File: config.mk
export PLATFORM = sky130hd
export DESIGN_NAME = my_uart_tx_flat
export DESIGN_NICKNAME = d
export VERILOG_FILES = /design/src/rtl/my_uart_tx_if.sv /design/src/rtl/my_uart_tx.sv /design/src/flat_wrapper.sv
export SDC_FILE = /design/constraint.sdc
export NUM_CORES = 1
export LEC_CHECK = 0
export ABC_CLOCK_PERIOD_IN_PS = 2600
export CAP_MARGIN = 10
export CORE_ASPECT_RATIO = 1.25
export CORE_MARGIN = 5
export CORE_UTILIZATION = 56
export CTS_CLUSTER_SIZE = 40
export DETAILED_ROUTE_END_ITERATION = 10
export GPL_ROUTABILITY_DRIVEN = 0
export PLACE_DENSITY_LB_ADDON = 0.3
export SLEW_MARGIN = 20
export SYNTH_ARGS = -nofsm -noshare
export SYNTH_HDL_FRONTEND = slang
export SYNTH_SLANG_ARGS = --single-unit
File: constraint.sdc
create_clock -name clk -period 2.6 [get_ports clk]
set_input_delay 0.52 -clock clk [delete_from_list [all_inputs] [get_ports clk]]
set_output_delay 0.52 -clock clk [all_outputs]
set_load 0.03 [all_outputs]
File: src/rtl/my_uart_tx_if.sv
`default_nettype none
// ============================================================================
// Module   : my_uart_tx_if
// Brief    : Byte valid/ready handshake between a requester and my_uart_tx.
// Revision : 1.0 - initial release
// ============================================================================
interface my_uart_tx_if;
   logic [7:0] tx_data;
   logic       tx_valid;
   logic       tx_ready;

   modport master (output tx_data, output tx_valid, input  tx_ready);
   modport slave  (input  tx_data, input  tx_valid, output tx_ready);
endinterface
`default_nettype wire

File: src/rtl/my_uart_tx.sv
`default_nettype none
// ============================================================================
// Module   : my_uart_tx
// Brief    : RS-232 serialiser: start, 8 data bits LSB first, optional parity,
//            STOP_BITS stop bits, BAUD_DIV clocks per bit.
// Revision : 1.0 - initial release
// ============================================================================
module my_uart_tx #(
   parameter int BAUD_DIV  = 5200,
   parameter int STOP_BITS = 1
) (
   input  wire logic       clk,
   input  wire logic       rst_n,
   my_uart_tx_if.slave     tx_if,
   input  wire logic       r_tx_en,
   input  wire logic [1:0] r_pari_mode,
   output logic            rs232_tx,
   output logic            tx_busy,
   output logic            int_tx_finish
);

   localparam logic [2:0]  S_IDLE   = 3'd0;
   localparam logic [2:0]  S_START  = 3'd1;
   localparam logic [2:0]  S_DATA   = 3'd2;
   localparam logic [2:0]  S_PARITY = 3'd3;
   localparam logic [2:0]  S_STOP   = 3'd4;

   localparam logic [15:0] c_BAUD_LAST = 16'(BAUD_DIV - 1);
   localparam logic        c_STOP_LAST = 1'(STOP_BITS - 1);

   logic [2:0]  r_state;
   logic [15:0] r_baud_cnt;
   logic [2:0]  r_bit_idx;
   logic        r_stop_idx;
   logic [7:0]  r_shift;
   logic        r_parity;
   logic        r_par_en;
   logic        r_line;
   logic        r_finish;

   logic        w_bit_end;
   logic        w_accept;

   assign w_bit_end      = (r_baud_cnt == c_BAUD_LAST);
   assign tx_if.tx_ready = (r_state == S_IDLE) & r_tx_en;
   assign w_accept       = tx_if.tx_valid & tx_if.tx_ready;

   assign rs232_tx       = r_line;
   assign tx_busy        = (r_state != S_IDLE);
   assign int_tx_finish  = r_finish;

   always_ff @(posedge clk or negedge rst_n) begin
      if (!rst_n) begin
         r_state    <= S_IDLE;
         r_baud_cnt <= 16'd0;
         r_bit_idx  <= 3'd0;
         r_stop_idx <= 1'b0;
         r_shift    <= 8'd0;
         r_parity   <= 1'b0;
         r_par_en   <= 1'b0;
         r_line     <= 1'b1;
         r_finish   <= 1'b0;
      end else begin
         r_finish <= 1'b0;
         if (r_state != S_IDLE) begin
            r_baud_cnt <= w_bit_end ? 16'd0 : r_baud_cnt + 16'd1;
         end
         case (r_state)
            S_IDLE: begin
               r_line     <= 1'b1;
               r_baud_cnt <= 16'd0;
               if (w_accept) begin
                  r_shift  <= tx_if.tx_data;
                  r_par_en <= (r_pari_mode == 2'b01) || (r_pari_mode == 2'b10);
                  r_parity <= (r_pari_mode == 2'b01) ? ~^tx_if.tx_data : ^tx_if.tx_data;
                  r_line   <= 1'b0;
                  r_state  <= S_START;
               end
            end
            S_START: begin
               if (w_bit_end) begin
                  // The shift register always presents the next data bit at [0].
                  r_line    <= r_shift[0];
                  r_shift   <= {1'b0, r_shift[7:1]};
                  r_bit_idx <= 3'd0;
                  r_state   <= S_DATA;
               end
            end
            S_DATA: begin
               if (w_bit_end) begin
                  if (r_bit_idx == 3'd7) begin
                     r_stop_idx <= 1'b0;
                     r_line     <= r_par_en ? r_parity : 1'b1;
                     r_state    <= r_par_en ? S_PARITY : S_STOP;
                  end else begin
                     r_line    <= r_shift[0];
                     r_shift   <= {1'b0, r_shift[7:1]};
                     r_bit_idx <= r_bit_idx + 3'd1;
                  end
               end
            end
            S_PARITY: begin
               if (w_bit_end) begin
                  r_stop_idx <= 1'b0;
                  r_line     <= 1'b1;
                  r_state    <= S_STOP;
               end
            end
            S_STOP: begin
               if (w_bit_end) begin
                  if (r_stop_idx == c_STOP_LAST) begin
                     r_finish <= 1'b1;
                     r_state  <= S_IDLE;
                  end else begin
                     r_stop_idx <= 1'b1;
                  end
               end
            end
            default: begin
               r_line  <= 1'b1;
               r_state <= S_IDLE;
            end
         endcase
      end
   end

endmodule
`default_nettype wire

File: src/flat_wrapper.sv
// flat-port wrapper written by rule: the top's interface ports become plain ports
module my_uart_tx_flat 
#(
   parameter int BAUD_DIV  = 5200,
   parameter int STOP_BITS = 1
)
  (clk, rst_n, r_tx_en, r_pari_mode, rs232_tx, tx_busy, int_tx_finish, tx_if_tx_data, tx_if_tx_valid, tx_if_tx_ready);
  my_uart_tx_if tx_if_i ();
  input  wire logic clk;
  input  wire logic rst_n;
  input  wire logic r_tx_en;
  input  wire logic [1:0] r_pari_mode;
  output logic rs232_tx;
  output logic tx_busy;
  output logic int_tx_finish;
  input wire logic [$bits(tx_if_i.tx_data)-1:0] tx_if_tx_data;
  input wire logic [$bits(tx_if_i.tx_valid)-1:0] tx_if_tx_valid;
  output wire logic [$bits(tx_if_i.tx_ready)-1:0] tx_if_tx_ready;
  assign tx_if_i.tx_data = tx_if_tx_data;
  assign tx_if_i.tx_valid = tx_if_tx_valid;
  assign tx_if_tx_ready = tx_if_i.tx_ready;
  my_uart_tx #(.BAUD_DIV(BAUD_DIV), .STOP_BITS(STOP_BITS)) u_core (.clk(clk), .rst_n(rst_n), .tx_if(tx_if_i), .r_tx_en(r_tx_en), .r_pari_mode(r_pari_mode), .rs232_tx(rs232_tx), .tx_busy(tx_busy), .int_tx_finish(int_tx_finish));
endmodule
* Word-level counts from Yosys, hierarchy flattened *
Index checks and enable logic that the tools add are counted.

cells by class
  add/sub/neg operators = 2
  equal/unequal tests = 16
  muxes and demuxes = 38
  bitwise logic cells = 3
  reductions and logical operators = 15

operators with widths
  kind                     number
  $mux W16                 3
  $mux W3                  11
  $mux W8                  4
  $pmux W8 S3              1
  $add A16 B1 Y16 const B  1
  $eq A16 B13 Y1 const B   1
  $mux W1                  15
  $pmux W3 S5              1
  $ne A2 B1 Y1 const B     6
  $reduce_and A5 Y1        2
  $reduce_bool A3 Y1       3
  $reduce_and A4 Y1        2
  $reduce_xnor A8 Y1       1
  $reduce_xor A8 Y1        1
  $reduce_and A7 Y1        1
  $eq A3 B2 Y1 const B     2
  $eq A3 B3 Y1 const B     2
  $pmux W3 S2              1
  $pmux W1 S5              1
  $ne A2 B2 Y1 const B     2
  $reduce_bool A2 Y1       2
  $add A3 B1 Y3 const B    1
  $eq A3 B1 Y1 const B     1
  $logic_not A3 Y1         1
  other kinds (7)          8

word-level totals
  bits in registers = 35
  input bits = 14
  output and inout bits = 4
  logic and storage cells = 83

* Longest topological paths before layout *
  depth after elaboration = 5
  gate-level depth with buffers = 7
  depth with buffers taken out = 6

* Least setup slack after synthesis *
Ideal clock, no wire load.

  path type = reg-to-reg
  start = register u_core.r_state[0]
  end = register u_core.r_shift[1]
  arrival = 1.725 ns
  required time = 2.473 ns
  setup slack = 0.747 ns
  stages on the path, launching flop included = 6
  buffers on the path = 1
  period minus slack after synthesis = 1.853 ns
  cell sequence = dfrtp_1 buf_2 nand2b_1 a21oi_2 mux2_2 mux2_1

between the ends
  word-level cells in the longest chain between the ends = 5
  elaborated cells on any way between the ends = 12
  those cells by class = eq/ne (6); mux (1); bitwise (2); reduce/logical (3)

RTL lines
  element                             RTL line                            text
  start: declaration                  my_uart_tx.sv:31                    logic [2:0] r_state;
  start signal: assignment            my_uart_tx.sv:94                    r_state <= r_par_en ? S_PARITY : S_STOP;
  $logic_not A3 Y1                    my_uart_tx.sv:45, my_uart_tx.sv:68
  $and A1 B1 Y1                       my_uart_tx.sv:45                    assign tx_if.tx_ready = (r_state == S_IDLE) & r_tx_en;
  $and A1 B1 Y1                       my_uart_tx.sv:46                    assign w_accept = tx_if.tx_valid & tx_if.tx_ready;
  $ne A2 B1 Y1 (no source line)       --
  $reduce_and A5 Y1 (no source line)  --
  end signal: assignment              my_uart_tx.sv:73                    r_shift <= tx_if.tx_data;
  end signal: assignment              my_uart_tx.sv:84                    r_shift <= {1'b0, r_shift[7:1]};
  end signal: assignment              my_uart_tx.sv:97                    r_shift <= {1'b0, r_shift[7:1]};
  end: declaration                    my_uart_tx.sv:35                    logic [7:0] r_shift;

Parallel ways exist; a longest one is shown, timed or not.
A chain may end at the register's enable or synchronous reset.

* Worst setup path after layout *
  start = register u_core.r_state[0]
  end = output port tx_if_tx_ready

between the ends
  word-level cells in the longest chain between the ends = 2

RTL lines
  element           RTL line            text
  $logic_not A3 Y1  my_uart_tx.sv:45
  $and A1 B1 Y1     my_uart_tx.sv:45
  end: declaration  flat_wrapper.sv:18  output wire logic [$bits(tx_if_i.tx_ready)-1:0] tx_if_tx_ready;

No other way between the ends.

==> flow_summary.json <==
{
  "status": "complete, no violations",
  "ant_nets": 0,
  "tns_ns": 0,
  "cellLeakagePower_nw": 0.9302,
  "cp_num_buf_inv": 1,
  "met2_usage_pct": 33.41,
  "io_buffers": 17,
  "fillers": 256,
  "cts_sinks": 34,
  "syn_inst": 178,
  "routedWlPerCell_um": 15.37,
  "antenna_found_initial": 0,
  "cts_setup_buffers": 0,
  "vias": 1403,
  "grt.total_usage_pct": 18.60,
  "cap_viol_max_count": 0,
  "holdPathStages": 1,
  "cts_hold_buffers": 0,
  "dieWidth_um": 61.78,
  "cts_tree": "yes",
  "crit_cells": 3,
  "synth_area_per_cell_sq_um": 10.54,
  "crit_chain": "nor3_1, and2_1, clkdlybuf4s50_1",
  "critPathArrivalTime_ns": 2.02,
  "fin_nets": 217,
  "initialDrtViolationCount": 47,
  "cp-end-kind": "output port",
  "final_cell_mix": "dfrtp_1, clkdlybuf4s50_1, nand2_1, nor2_1, mux2_2",
  "total_power_mw": 1.031,
  "dr.pass1.iters": 4,
  "internal-power_uw": 792.7,
  "busiest_layer": "met2",
  "grt_pass1_vias": 1453,
  "cts_root_buffer": "clkbuf_8",
  "p_per_area_mw_per_mm2": 471.6,
  "worst-setup-path-type": "reg2out",
  "yosysUniqueCellTypes": 39,
  "stdcell_count": 237,
  "num_antenna_cells": 0,
  "io_pins": 18,
  "fmax_mhz": 394.3,
  "die_y_um": 74.73,
  "setup-violations-final": 0,
  "dieArea_sq_mm": 0.004617,
  "core_sq_mm": 0.003223,
  "slew_violations": 0,
  "r2r_setup_slack_ns": 0.55,
  "finalHoldViolations": 0,
  "cp.required_ns": 2.08,
  "holdCritPathClass": "reg2reg",
  "drive_gt1_share_pct": 16.50,
  "seq_area_frac_synth_pct": 45.40,
  "start_util_pct": 58.23,
  "syn_nets": 196,
  "placed_cells": 229,
  "reg2regPathDepth": 5,
  "dp_hpwl_um": 2722,
  "drcViolationCount": 0,
  "maxSlewHeadroom_pct": 61.57,
  "clk_latency_ns": 0.29,
  "cts_resized": 0,
  "rsz0062_at_grt": "no",
  "htree_levels": 2,
  "cp_top_family": "buffers and inverters",
  "power_frac_clock_pct": 40.6,
  "met1_usage_pct": 20.33,
  "vdd_drop_max_v": 0.0004191,
  "fp-row-count": 23,
  "use_met3_pct": 5.489,
  "cp_max_fo": 10,
  "vias_per_cell": 5.920,
  "grt_pass1_wl_um": 6299,
  "p_switching_uw": 238.2,
  "ys_seq_elements": 34,
  "slowest_stage": "clkdlybuf4s50_1",
  "syn2layout_area_growth_pct": 16.47,
  "routed_wl_um": 3642,
  "numCtsBuffers": 5,
  "synth_area_sq_mm": 0.001877,
  "grt_overflow_total": 0,
  "cp-start-kind": "register",
  "swShare_pct": 23.11,
  "pwr-share-comb_pct": 7.2,
  "layout_min_cycle_time_ns": 2.536,
  "cpPeakStageDelay_ns": 0.67,
  "power_frac_seq_pct": 52.3,
  "finClkSkew_ns": 0.005396,
  "path_clk_slew_ns": 0.07,
  "period_share_pct": 97.54,
  "final_common_cell": "dfrtp_1",
  "grt_max_degree": 35,
  "worstMarginPinSlew_ns": 0.5765,
  "clk_path_buf_depth": 2,
  "yosys_warnings": 0
}
-- worst reg2reg max path, cell delays in order (launching register included) --
cell and delay [ns]:
dfrtp_1 0.39, ha_1 0.21, and3_1 0.26, nand4_4 0.21
a211oi_4 0.48, mux2_2 0.40
-- sequential cells by signal (all words and copies together) (netlist names) --
register              flops
u_core.r_bit_idx          3
u_core.int_tx_finish      1
u_core.rs232_tx           1
u_core.r_state            3
u_core.r_parity           1
u_core.r_baud_cnt        16
u_core.r_shift            8
u_core.r_par_en           1
-- kinds of logic (layout without fill, tap and decap cells) --
group	count (synthesis)	count (layout)	synth area share, %
muxes	15	15	8.933
adders and majority gates	4	4	2.667
xor gates and xnor gates	17	17	8.666
buffers and inverters	12	34	2.533
DFF	34	34	45.40
AOI/OAI and AO/OA	31	31	11.00
and+or+nand+nor	65	65	20.80
-- Yosys cell counts --
master,instances,area [sq um]
clkbuf_1,4,15.01
or3_1,4,25.02
and4bb_2,1,12.51
or4b_2,1,10.01
a211oi_4,1,20.02
nand4_1,3,18.77
a22o_1,4,35.03
ha_1,4,50.05
dfstp_2,1,26.28
xnor2_1,6,52.55
buf_2,2,10.01
or4_1,1,7.510
a221oi_1,1,8.760
o22ai_1,1,6.260
and4_1,4,35.03
dfrtp_1,33,825.8
nand4_4,1,21.27
xnor3_1,1,22.52
o21ai_0,11,55.05
o31ai_1,1,7.510
a21oi_1,7,35.03
and3_1,3,18.77
nand2b_1,4,25.02
mux2_1,1,11.26
nor4_4,1,21.27
inv_1,6,22.52
or2_2,1,6.260
nand2_1,15,56.30
and2_1,1,6.260
nor2_1,14,52.55
a21oi_2,1,8.760
xor2_1,10,87.58
mux2i_1,1,10.01
nand3_1,8,40.04
nor3_1,2,10.01
nor4b_4,1,23.77
o22a_1,2,17.52
mux2_2,13,146.4
a31oi_1,2,12.51
-- layer usage --
metal | vias up | routed length, um | share of wire [%]
li1 | 674 | - | -
met1 | 693 | 1531 | 42
met3 | 6 | 152 | 4.2
met5 | - | 0 | 0
met4 | 0 | 48 | 1.3
met2 | 30 | 1909 | 52
-- power by group through the flow --
stage	Sequential (mW)	Combinational [mW]	Clock, mW
2_1_floorplan	0.547	0.0356	0
3_3_place_gp	0.548	0.0737	0
3_5_place_dp	0.549	0.0759	0
4_1_cts	0.539	0.0761	0.423
5_1_grt	0.539	0.0812	0.446
6_report	0.539	0.0738	0.418
-- through the flow --
| step | setup WS (ns) | hold WS [ns] | area (sq um) | utilization, % |
|---|---|---|---|---|
| detailed placement | 0.1967 | 0.4777 | 2091 | 64.87 |
| floorplan | 0.7475 | 0.2244 | 1877 | - |
| CTS | 0.05424 | 0.4878 | 2186 | 67.82 |
| finish | 0.06397 | 0.4864 | 2186 | 67.82 |
| global route | 0.01090 | 0.5183 | 2186 | 67.82 |
| global placement | 0.2223 | 0.4681 | 2091 | 64.87 |
-- path summary, 6_finish.rpt --
check / start / to
min: u_core.r_baud_cnt[0]$_DFF_PN0_ / u_core.r_baud_cnt[0]$_DFF_PN0_
min in group asynchronous: rst_n / u_core.r_baud_cnt[6]$_DFF_PN0_
max in group asynchronous: rst_n / u_core.rs232_tx$_DFFE_PN1P_
max: u_core.r_state[0]$_DFFE_PN0P_ / tx_if_tx_ready
max reg2reg: u_core.r_baud_cnt[0]$_DFF_PN0_ / u_core.r_shift[0]$_DFFE_PN0P_
min reg2reg: u_core.r_baud_cnt[0]$_DFF_PN0_ / u_core.r_baud_cnt[0]$_DFF_PN0_
-- cell type report --
class	count	area, sq um	area share (%)
multi-input cells	132	977.2	44.71
flip-flops and latches	34	852.1	38.98
repair buffers	20	192.7	8.815
clock buffers	6	82.58	3.778
well taps	37	46.29	2.118
inverters	6	22.52	1.030
clock inverters	2	12.51	0.5724
Power figures use the tool's default switching activity.
